--- src/rtl/concat_array_serializer.sv ---
// Buffers one complete N-word array per handshake and streams it out one word
// per beat, element 0 first, with back-to-back frame capture on the last beat.
module concat_array_serializer #(
    parameter int WIDTH = 32,
    parameter int N = 15,
    localparam int IW = (N > 1) ? $clog2(N) : 1
) (
    input  logic             CLK,
    input  logic             ASYNCRESET,
    input  logic [WIDTH-1:0] I [N-1:0],
    input  logic             I_valid,
    output logic             I_ready,
    output logic [WIDTH-1:0] O,
    output logic             O_valid,
    input  logic             O_ready,
    output logic [IW-1:0]    O_index,
    output logic             O_last
);

    localparam logic [IW-1:0] LAST_IDX = IW'(N - 1);

    typedef enum logic {
        IDLE = 1'b0,
        SEND = 1'b1
    } state_t;

    state_t           st;
    state_t           st_nxt;
    logic [IW-1:0]    idx;
    logic [IW-1:0]    idx_nxt;
    logic [WIDTH-1:0] frame_buf [N-1:0];

    logic capture;
    logic beat;
    logic at_last;

    assign at_last = (idx == LAST_IDX);
    assign O_valid = (st == SEND);
    assign O_last  = O_valid && at_last;
    assign O_index = idx;
    assign O       = frame_buf[idx];

    // The final accepted beat frees the buffer in the same cycle, so the next
    // frame can be taken without a bubble.
    assign I_ready = (st == IDLE) || (O_last && O_ready);

    assign capture = I_valid && I_ready;
    assign beat    = O_valid && O_ready;

    always_ff @(posedge CLK or posedge ASYNCRESET) begin
        if (ASYNCRESET) begin
            st  <= IDLE;
            idx <= '0;
        end else begin
            st  <= st_nxt;
            idx <= idx_nxt;
        end
    end

    // A capture while in SEND can only coincide with the last beat, so it
    // takes priority and restarts the index for the new frame.
    always_comb begin
        st_nxt  = st;
        idx_nxt = idx;
        if (capture) begin
            st_nxt  = SEND;
            idx_nxt = '0;
        end else if (beat) begin
            if (at_last) begin
                st_nxt  = IDLE;
                idx_nxt = '0;
            end else begin
                idx_nxt = idx + 1'b1;
            end
        end
    end

    always_ff @(posedge CLK or posedge ASYNCRESET) begin
        if (ASYNCRESET) begin
            for (int k = 0; k < N; k++) begin
                frame_buf[k] <= '0;
            end
        end else if (capture) begin
            for (int k = 0; k < N; k++) begin
                frame_buf[k] <= I[k];
            end
        end
    end

endmodule

--- config.mk ---
export PLATFORM = sky130hd
export DESIGN_NAME = concat_array_serializer
export DESIGN_NICKNAME = d
export VERILOG_FILES = /design/src/rtl/concat_array_serializer.sv
export SDC_FILE = /design/constraint.sdc
export NUM_CORES = 1
export LEC_CHECK = 0
export CORE_UTILIZATION = 45
export CTS_BUF_LIST = sky130_fd_sc_hd__clkbuf_4 sky130_fd_sc_hd__clkbuf_8
export CTS_CLUSTER_SIZE = 40
export DETAILED_ROUTE_END_ITERATION = 12
export PLACE_DENSITY = 0.74
export RECOVER_POWER = 50
export SYNTH_ARGS = -nofsm -noshare
export SYNTH_HDL_FRONTEND = slang
export SYNTH_SLANG_ARGS = --single-unit
--- constraint.sdc ---
create_clock -name CLK -period 25.2 [get_ports CLK]
set_clock_uncertainty 0.05 [all_clocks]
set_input_delay 5.04 -clock CLK [delete_from_list [all_inputs] [get_ports CLK]]
set_output_delay 5.04 -clock CLK [all_outputs]
set_load 0.005 [all_outputs]
==> reports/metrics.yaml <==
cp_max_fo: 103
fin_nets: 2369
drive_above_1_share_pct: 29.8
synth.avg_cell_area_um2: 16.0
worst_path_max_delay_cell: "clkinvlp_2"
cts_tree: "built"
yosysUniqueCellTypes: 27
path_class: "primary input to async pin"
leakage_nw: 12.0
cp_top_family: "buffers and inverters"
overflow: 0
endpoint_kind: "async pin"
post_drt_wl_per_cell_um: 23.5
clk_pin_slew_worst_paths_ps: 60
wl_um: 60800
placedCellCount: 2412
antenna_found_initial: 33
cp.arrival_ps: 14600
post_cts_buffers: 0
startpoint: "ASYNCRESET"
tns_ps: 0
required_ps: 25770
drc: 0
ant_nets: 0
start_kind: "primary input"
grt_first_pass_wirelength_um: 92700
dpl.hpwl_um: 42500
initial_core_util_pct: 45.6
powerDensity_nw_per_um2: 115
yosys_warnings: 0
hp-class: "flip-flop to flip-flop"
violations: "max-capacitance violations, max-slew violations"
hold_viol: 0
syn_to_final_growth_pct: 34.1
worst_pin_slew_ps: 4640
ir_drop_mv: 0.0696
cts_sinks: 485
finalPower_mw: 3.35
busiest_layer: "met2"
clockBufferDepth: 3
layout_common_cells: "517 x clkdlybuf4s50_1, 484 x dfrtp_1, 312 x mux2_2"
critPathBufInv: 5
max_freq_mhz: 71.3
cts-buffers-inserted: 84
slew_headroom_pct: -211
io_pins: 523
period_share_pct: 55.7
core_um2: 47700
rsz0062_at_grt: "false"
syn_area_um2: 21800
maxCapViolations: 4
status: "finished with violations"
port-buffer-count: 522
via_per_inst: 5.43
die-height_um: 222
first_pass_iters: 5
cpMostUsedCell: "clkbuf_1"
final_cells: 2590
crit-reg2reg-capture: "frame_buf[41]"
drt_iter0_drc: 808
vias: 14100
slowest_delay_ps: 2590
post-synth-top-area-cell: "dfrtp_1"
cts_htree_levels: 3
yosysSeqAreaShare_pct: 55.7
cp.depth: 5
synth_top_area_share_pct: 55.7
fin_crit_ps: 14030
grt_use_met1_pct: 27.7
fillers: 3727
gp_congestion: 0.861
clock_latency_ps: 660
reg2reg_depth: 11
cts-root-buf: "clkbuf_8"
grt_use_met3_pct: 10.9
gr-usage-met2_pct: 42.1
grt_start_max_net_pins: 180
cts_hold_buffers: 0
synth_seq_cells: 485
synth_area_leaders: "dfrtp_1 56%, mux2_2 16%, mux2_1 10%, mux4_2 9.9%, a22oi_1 2.2%"
dieArea_um2: 49300
cts_resized: 0
syn_inst: 1360
die_w_um: 222
grt_pass1_vias: 15600
endpoint: "frame_buf[231]"
grt_use_total_pct: 25.2
synth_nets: 1846
setup_violations: 0
path_cells: "dlygate4sd3_1 -> clkinvlp_2 -> clkbuf_1 -> clkbuf_1 -> buf_4"
final_common_cell: "clkdlybuf4s50_1"
r2r-start: "O_index[0]"
placementRows: 80
reg2reg_slack_ps: 16570
drv_slew: 307
-- synth_stat cells (all sizes together) --
cell,n
mux2,512
dfrtp,485
mux4,96
buf,79
a22oi,64
nand2,36
o211ai,33
clkbuf,24
nor2b,5
inv,4
nand3,4
nor2,3
o21ai,3
a22o,2
ha,2
a21boi,1
a21oi,1
a2bb2oi,1
a31oi,1
nand2b,1
nand3b,1
nand4,1
nand4b,1
-- worst min path at each step --
| stage | startpoint | to | slack (ps) | cells after the start |
|---|---|---|---|---|
| after detailed placement | frame_buf[213] | frame_buf[213] | 420 | 1 |
| after global routing | frame_buf[200] | frame_buf[200] | 450 | 1 |
| final | frame_buf[212] | frame_buf[212] | 430 | 1 |
| after CTS | frame_buf[213] | frame_buf[213] | 430 | 1 |
| after floorplan | frame_buf[192] | frame_buf[192] | 400 | 1 |
| after global placement | frame_buf[91] | frame_buf[91] | 410 | 1 |
-- flip-flops by register name, indices dropped and copies added (netlist names) --
register   count
O_index        4
frame_buf    480
O_valid        1
-- layout make-up --
type                    count  area (um2)  share of cell area, %
well taps                 615         769                   2.63
flip-flops and latches    485       12100                   41.6
repair buffers            540        5370                   18.4
clock inverters            16         126                  0.433
diodes                     25        62.6                  0.214
multi-input cells         768        8990                   30.8
inverters                   4        16.3                 0.0557
clock buffers             137        1720                   5.90
-- cells by family after synthesis --
kind of cell | after synthesis | synth area share (%)
flops | 485 | 55.7
mux | 608 | 36.4
compound gates | 106 | 3.62
buf+inv | 107 | 3.12
fa+ha+maj | 2 | 0.115
simple gates | 52 | 1.04
-- metal layers --
layer  wire (um)  vias to the layer above
met5         135                        -
met4        2390                       22
met3        5290                      137
met2       30600                      475
met1       22400                     7208
li1            -                     6210
-- through the flow --
step	area, um2	utilization, %	hold slack [ps]	setup WS, ps
after floorplan	21800	-	402	6580
after global placement	27300	57.2	411	13630
after detailed placement	27300	57.2	419	13610
after CTS	29200	61.1	432	13600
after global routing	29200	61.1	445	9280
final	29200	61.2	427	11170
-- power breakdown --
part / switching (mW) / internal (mW) / leakage (nW) / total, mW
Sequential: 0.207 / 1.16 / 5.90 / 1.37
Clock: 0.325 / 0.443 / 0.965 / 0.768
Combinational: 0.483 / 0.730 / 5.18 / 1.21
Power figures use the tool's default switching activity.
